File: config.mk
export PLATFORM = sky130hd
export DESIGN_NAME = psu_status_monitor
export DESIGN_NICKNAME = d
export VERILOG_FILES = /design/src/rtl/psu_mon_pkg.sv /design/src/rtl/psu_debounce.sv /design/src/rtl/psu_status_monitor.sv
export SDC_FILE = /design/constraint.sdc
export NUM_CORES = 1
export LEC_CHECK = 0
export CORE_MARGIN = 1.5
export CORE_UTILIZATION = 40
export CTS_CLUSTER_SIZE = 8
export DETAILED_ROUTE_END_ITERATION = 8
export GPL_ROUTABILITY_DRIVEN = 0
export GPL_TIMING_DRIVEN = 0
export PLACE_DENSITY = 0.66
export SLEW_MARGIN = 30
export SYNTH_ARGS = -nofsm -noshare
export SYNTH_HDL_FRONTEND = slang
export SYNTH_SLANG_ARGS = --single-unit
File: constraint.sdc
create_clock -name SlowClock -period 2.8 [get_ports SlowClock]
set_clock_uncertainty 0.1 [all_clocks]
set_input_delay 0.56 -clock SlowClock [delete_from_list [all_inputs] [get_ports SlowClock]]
set_output_delay 0.56 -clock SlowClock [all_outputs]
set_load 0.02 [all_outputs]
File: src/rtl/psu_mon_pkg.sv
// Shared constants and helpers for the PSU status monitor.
// The window and fail counter widths follow from the default constants.
package psu_mon_pkg;

  localparam int DEB_STROBES  = 3;
  localparam int WIN_STROBES  = 64;
  localparam int TACH_MIN     = 20;
  localparam int TACH_MAX     = 200;
  localparam int FAIL_WINDOWS = 2;

  localparam int WIN_W  = $clog2(WIN_STROBES);
  localparam int FAIL_W = $clog2(FAIL_WINDOWS + 1);

  typedef enum logic [1:0] {
    TACH_IN_RANGE = 2'd0,
    TACH_BELOW    = 2'd1,
    TACH_ABOVE    = 2'd2
  } tach_class_e;

  // Classify one closed window's edge count against the tach limits.
  function automatic tach_class_e classify_tach(input logic [7:0] count);
    tach_class_e cls;
    cls = TACH_IN_RANGE;
    if (count < 8'(TACH_MIN)) begin
      cls = TACH_BELOW;
    end else if (count > 8'(TACH_MAX)) begin
      cls = TACH_ABOVE;
    end
    return cls;
  endfunction

endpackage

File: src/rtl/psu_debounce.sv
// One-bit synchroniser plus strobe-based debouncer.
// The debounced level only follows the synchronised input after it has
// differed on DEB_STROBES consecutive strobes.
module psu_debounce #(
  parameter int DEB_STROBES = psu_mon_pkg::DEB_STROBES
) (
  input  logic clk,
  input  logic reset,
  input  logic strobe,
  input  logic raw_in,
  output logic deb_out
);

  localparam int CNT_W = $clog2(DEB_STROBES + 1);

  logic             sync1_q, sync1_d;
  logic             sync2_q, sync2_d;
  logic             deb_q, deb_d;
  logic [CNT_W-1:0] cnt_q, cnt_d;

  // Two-stage synchroniser and debounce run counter.
  always_comb begin
    sync1_d = raw_in;
    sync2_d = sync1_q;
    deb_d   = deb_q;
    cnt_d   = cnt_q;
    if (strobe) begin
      if (sync2_q != deb_q) begin
        if (cnt_q == CNT_W'(DEB_STROBES - 1)) begin
          deb_d = sync2_q;
          cnt_d = '0;
        end else begin
          cnt_d = cnt_q + CNT_W'(1);
        end
      end else begin
        cnt_d = '0;
      end
    end
  end

  // State register with synchronous reset.
  always_ff @(posedge clk) begin
    if (reset) begin
      sync1_q <= 1'b0;
      sync2_q <= 1'b0;
      deb_q   <= 1'b0;
      cnt_q   <= '0;
    end else begin
      sync1_q <= sync1_d;
      sync2_q <= sync2_d;
      deb_q   <= deb_d;
      cnt_q   <= cnt_d;
    end
  end

  assign deb_out = deb_q;

endmodule

File: src/rtl/psu_status_monitor.sv
// PSU/fan status producer: debounced present/power-OK, overall supply
// health and windowed PSU1 tach rate with qualified low/high flags.
module psu_status_monitor
  import psu_mon_pkg::*;
(
  input  logic       SlowClock,
  input  logic       Reset,
  input  logic       Strobe16ms,
  input  logic       DualPS,
  input  logic [2:1] PSU_PRSNT_N,
  input  logic [2:1] PSU_PWROK,
  input  logic       PSU1_TACH,
  output logic [2:1] PsuPresent,
  output logic [2:1] PsuPwrOk,
  output logic       PowerSupplyOK,
  output logic       PSU1_Tach_Low,
  output logic       PSU1_Tach_High,
  output logic [7:0] TachCount,
  output logic       StatusValid
);

  if (WIN_STROBES <= DEB_STROBES) begin : g_param_check
    $error("psu_status_monitor: WIN_STROBES must exceed DEB_STROBES");
  end

  for (genvar i = 1; i <= 2; i++) begin : g_psu
    psu_debounce #(.DEB_STROBES(DEB_STROBES)) u_prsnt (
      .clk    (SlowClock),
      .reset  (Reset),
      .strobe (Strobe16ms),
      .raw_in (~PSU_PRSNT_N[i]),
      .deb_out(PsuPresent[i])
    );
    psu_debounce #(.DEB_STROBES(DEB_STROBES)) u_pwrok (
      .clk    (SlowClock),
      .reset  (Reset),
      .strobe (Strobe16ms),
      .raw_in (PSU_PWROK[i]),
      .deb_out(PsuPwrOk[i])
    );
  end

  logic              tach_s1_q, tach_s1_d;
  logic              tach_s2_q, tach_s2_d;
  logic              tach_prev_q, tach_prev_d;
  logic [7:0]        edge_cnt_q, edge_cnt_d;
  logic [WIN_W-1:0]  win_cnt_q, win_cnt_d;
  logic [7:0]        tach_count_q, tach_count_d;
  logic [FAIL_W-1:0] low_fail_q, low_fail_d;
  logic [FAIL_W-1:0] high_fail_q, high_fail_d;
  logic              low_flag_q, low_flag_d;
  logic              high_flag_q, high_flag_d;
  logic              pso_q, pso_d;
  logic              valid_q, valid_d;

  logic              tach_edge;
  logic              win_close;
  logic [7:0]        edge_sum;

  assign tach_edge = tach_s2_q & ~tach_prev_q;
  assign win_close = Strobe16ms && (win_cnt_q == WIN_W'(WIN_STROBES - 1));
  assign edge_sum  = (edge_cnt_q == 8'hFF) ? 8'hFF : edge_cnt_q + {7'd0, tach_edge};

  // Tach synchroniser, saturating edge counter and measurement window.
  always_comb begin
    tach_s1_d    = PSU1_TACH;
    tach_s2_d    = tach_s1_q;
    tach_prev_d  = tach_s2_q;
    edge_cnt_d   = edge_sum;
    win_cnt_d    = win_cnt_q;
    tach_count_d = tach_count_q;
    valid_d      = valid_q;
    if (Strobe16ms) begin
      win_cnt_d = win_close ? '0 : win_cnt_q + WIN_W'(1);
    end
    if (win_close) begin
      tach_count_d = edge_sum;
      edge_cnt_d   = '0;
      valid_d      = 1'b1;
    end
  end

  // Per-window tach qualification, flags and overall supply health.
  always_comb begin
    low_fail_d  = low_fail_q;
    high_fail_d = high_fail_q;
    if (win_close) begin
      case (classify_tach(edge_sum))
        TACH_BELOW: begin
          low_fail_d  = (low_fail_q == FAIL_W'(FAIL_WINDOWS)) ? low_fail_q
                                                              : low_fail_q + FAIL_W'(1);
          high_fail_d = '0;
        end
        TACH_ABOVE: begin
          high_fail_d = (high_fail_q == FAIL_W'(FAIL_WINDOWS)) ? high_fail_q
                                                               : high_fail_q + FAIL_W'(1);
          low_fail_d  = '0;
        end
        default: begin
          low_fail_d  = '0;
          high_fail_d = '0;
        end
      endcase
    end
    if (!PsuPresent[1]) begin
      low_fail_d  = '0;
      high_fail_d = '0;
    end
    low_flag_d  = PsuPresent[1] && (low_fail_q >= FAIL_W'(FAIL_WINDOWS));
    high_flag_d = PsuPresent[1] && (high_fail_q >= FAIL_W'(FAIL_WINDOWS));
    if (DualPS) begin
      pso_d = (PsuPresent[1] | PsuPresent[2]) &
              (~PsuPresent[1] | PsuPwrOk[1]) &
              (~PsuPresent[2] | PsuPwrOk[2]);
    end else begin
      pso_d = PsuPresent[1] & PsuPwrOk[1];
    end
  end

  // State register; reset wins over every other event.
  always_ff @(posedge SlowClock) begin
    if (Reset) begin
      tach_s1_q    <= 1'b0;
      tach_s2_q    <= 1'b0;
      tach_prev_q  <= 1'b0;
      edge_cnt_q   <= '0;
      win_cnt_q    <= '0;
      tach_count_q <= '0;
      low_fail_q   <= '0;
      high_fail_q  <= '0;
      low_flag_q   <= 1'b0;
      high_flag_q  <= 1'b0;
      pso_q        <= 1'b0;
      valid_q      <= 1'b0;
    end else begin
      tach_s1_q    <= tach_s1_d;
      tach_s2_q    <= tach_s2_d;
      tach_prev_q  <= tach_prev_d;
      edge_cnt_q   <= edge_cnt_d;
      win_cnt_q    <= win_cnt_d;
      tach_count_q <= tach_count_d;
      low_fail_q   <= low_fail_d;
      high_fail_q  <= high_fail_d;
      low_flag_q   <= low_flag_d;
      high_flag_q  <= high_flag_d;
      pso_q        <= pso_d;
      valid_q      <= valid_d;
    end
  end

  assign PowerSupplyOK  = pso_q;
  assign PSU1_Tach_Low  = low_flag_q;
  assign PSU1_Tach_High = high_flag_q;
  assign TachCount      = tach_count_q;
  assign StatusValid    = valid_q;

endmodule
==> results by group <==
Timing
  • Final setup viols: 0
  • TNS Setup: 0 ns
  • Final Critical Period: 2.309 ns
  • Slew headroom: 0.6085
  • Measured slew at the worst slew-check pin: 0.5873 ns
  • Period utilization: 0.8248
  • RSZ-0062 raised after global routing: no
  • Final Max Tran Viols: 0
  • FMAX: 433.0 MHz
  • Final Hold Fails: 0

Run status
  • Outcome: complete, no violations

Setup path
  • Critical path class: flip-flop to flip-flop
  • Nature of the critical path endpoint: flip-flop
  • Critical path peak fanout: 5
  • CP required: 2.90 ns
  • Worst Setup Start Kind: flip-flop
  • Crit path DAT: 2.41 ns

Cells and area
  • Area delta synth->final: 19.60%
  • Share of post-route cells with drive strength above 1: 0.06944
  • Fill cells: 540
  • Final std cells w/o fill: 360
  • Multi-input logic area: 1090 um^2
  • Seq. cell area: 1061 um^2
  • Ant. Diodes: 0
  • Final Net Count: 301

Pwr
  • Leak: 0.9946 nW
  • Overall power consumption: 1.359 mW
  • Max IR drop VDD: 213.9 uV
  • Power per cell area: 504.3 nW/um^2

Synth
  • FF+latch count, synth: 53
  • Top_reg_cell synth: dfxtp_1
  • Mapped Area: 2253 um^2
  • Post-synth EDFFs: 0
  • Synth unique cells: 42
  • Syn_nets: 270
  • Gate Count Post-Synth: 256
  • Syn_area_per_cell: 8.802 um^2
  • Sequential fraction of the synthesis area: 0.4708
  • Ys Warns: 0
  • Ys async rst share: 0

Clock tree
  • TritonCTS clock tree: built
  • H-tree levels: 2
  • Root Buffer: clkbuf_8
  • Post-CTS setup repair buffer count: 0
  • Hold buffers post-CTS: 0
  • Clock sinks: 53
  • Register clock-pin slew on the reported worst setup and hold paths: 0.10 ns
  • Total CTS buffers: 5
  • Clk Latency, worst-skew pair: 0.31 ns
  • Clock Path Buffers: 2
  • Cts repair resizes: 0

GRT
  • Initial antenna violation count: 0
  • Number of global-route vias before repair: 1,593
  • Largest net degree at the start of global routing: 17
  • Total global routing overflow: 0
  • First-pass GRT wire length: 7376 um
  • Overall routing resource usage: 0.1564

Place
  • Placed Cells: 352
  • Post-DP HPWL: 3162 um
  • IO buf count: 24

Flow run
  • Max-cap violations: 0

Die
  • CORE AREA: 5473 um^2
  • Die Y: 78.06 um
  • Top-Level Pins: 25
  • Row count: 27
  • Die area: 6093 um^2
  • Die width: 78.06 um
  • Starting Density: 0.4118

Detailed routing
  • Via count: 1,823
  • DRT iter0 DRCs: 95
  • Routed Wire Length: 4484 um
  • DR vias/cell: 5.064
  • DR pass1 iterations: 4
  • Final ANT Viol Nets: 0
  • Drt wl/cell: 12.46 um
  • # DRC: 0

Hold path
  • Worst min-delay path category: flip-flop to flip-flop
==> placed cells by master, fill, tap and decap left out, drive strengths merged, types with 2 or more instances in the layout <==
cell type	Yosys	final
inv	4	4
ha	5	5
nand2b	7	7
nor2b	19	19
o211ai	2	2
nand2	21	21
nand4	7	7
a21o	3	3
nor3	3	3
and4	3	3
buf	8	8
and2	2	2
and3	4	4
a211oi	4	4
a21oi	19	19
clkdlybuf4s50	0	24
clkbuf	7	13
nand3b	2	2
dfxtp	53	53
nand3	11	11
o22ai	2	2
xor2	4	4
o21ai	2	2
xnor2	6	6
mux2i	2	2
nor2	41	41
a31oi	5	5
o2111ai	2	2
==> cell type report <==
class	instances	share of cell area
inverters	4	0.005571
well taps	72	0.03343
clock inverters	2	0.01439
clock buffers	6	0.02693
flip-flops and latches	53	0.3937
multi-input cells	184	0.4044
repair buffers	24	0.08914
plain buffers	15	0.03250
==> power by group <==
| group | internal, mW | switching [mW] | total, mW |
|---|---|---|---|
| logic | 0.0282 | 0.0317 | 0.0599 |
| registers | 0.766 | 0.00778 | 0.774 |
| clock network | 0.269 | 0.257 | 0.525 |
| total | 1.06 | 0.296 | 1.36 |
==> flip-flops by register name (all words and copies together), names as in the netlist, 2 cells and up <==
| register | flops |
|---|---|
| TachCount | 8 |
| edge_cnt_q | 8 |
| g_psu.u_prsnt.cnt_q | 4 |
| g_psu.u_prsnt.deb_out | 2 |
| g_psu.u_prsnt.sync1_q | 2 |
| g_psu.u_prsnt.sync2_q | 2 |
| g_psu.u_pwrok.cnt_q | 4 |
| g_psu.u_pwrok.deb_out | 2 |
| g_psu.u_pwrok.sync1_q | 2 |
| g_psu.u_pwrok.sync2_q | 2 |
| high_fail_q | 2 |
| low_fail_q | 2 |
| win_cnt_q | 6 |
==> critical path, stage by stage, from the launching register on <==
cell	delay, ns
dfxtp_1	0.31
nor2b_1	0.12
ha_1	0.23
ha_1	0.31
or4_1	0.52
a32o_2	0.32
o2111ai_1	0.19
a31oi_1	0.10
==> cell usage after synthesis (all sizes together), types with 2 or more instances <==
| cell | number | area share |
|---|---|---|
| o211ai | 2 | 0.0067 |
| a21oi | 19 | 0.042 |
| mux2i | 2 | 0.0089 |
| a211oi | 4 | 0.013 |
| nand2 | 21 | 0.035 |
| nand2b | 7 | 0.019 |
| o2111ai | 2 | 0.0078 |
| ha | 5 | 0.028 |
| a31oi | 5 | 0.014 |
| xor2 | 4 | 0.016 |
| nor2 | 41 | 0.068 |
| and3 | 4 | 0.013 |
| clkbuf | 7 | 0.012 |
| a21o | 3 | 0.013 |
| buf | 8 | 0.027 |
| and2 | 2 | 0.0056 |
| o21ai | 2 | 0.0044 |
| inv | 4 | 0.0067 |
| nand4 | 7 | 0.022 |
| o22ai | 2 | 0.0056 |
| nand3 | 11 | 0.024 |
| and4 | 3 | 0.013 |
| nor3 | 3 | 0.0067 |
| xnor2 | 6 | 0.023 |
| dfxtp | 53 | 0.47 |
| nor2b | 19 | 0.053 |
| nand3b | 2 | 0.0067 |
==> worst paths after layout <==
| kind | start | end | depth (start not counted) | slack [ns] |
|---|---|---|---|---|
| setup / recovery | tach_prev_d$_SDFF_PP0_ | high_fail_q[0]$_SDFFE_PP0P_ | 7 | 0.49 |
| hold reg to reg | g_psu[2].u_pwrok.sync1_q$_SDFF_PP0_ | g_psu[2].u_pwrok.sync2_q$_SDFF_PP0_ | 1 | 0.35 |
| hold / removal | g_psu[2].u_pwrok.sync1_q$_SDFF_PP0_ | g_psu[2].u_pwrok.sync2_q$_SDFF_PP0_ | 1 | 0.35 |
| setup reg to reg | tach_prev_d$_SDFF_PP0_ | high_fail_q[0]$_SDFFE_PP0P_ | 7 | 0.49 |
==> metal layers <==
layer  vias up  global-route usage  wire (um)
met1       846              0.2123       2261
met2        32              0.2348       1945
li1        937                   -          -
met5         -                   0          0
met4         0             0.06429         82
met3         8             0.04186        194
==> stage by stage <==
stage	setup WS, ns	instance area (um^2)	hold WS [ns]	util
after floorplan	0.6359	2253	0.3138	-
after global placement	0.4274	2584	0.3195	0.4721
after detailed placement	0.4016	2584	0.3212	0.4721
after CTS	0.5017	2695	0.3430	0.4925
after global routing	0.3674	2695	0.3622	0.4925
final	0.4906	2695	0.3451	0.4925
==> logic make-up after synthesis <==
group	Yosys count	share of synthesized area
AND/OR/NAND/NOR	124	0.2821
multiplexers	2	0.008884
AO/OA/AOI/OAI	43	0.1260
XOR/XNOR	10	0.03887
buffers and inverters	19	0.04553
adder cells (fa/ha/maj)	5	0.02776
flip-flops	53	0.4709
Power figures use the tool's default switching activity.
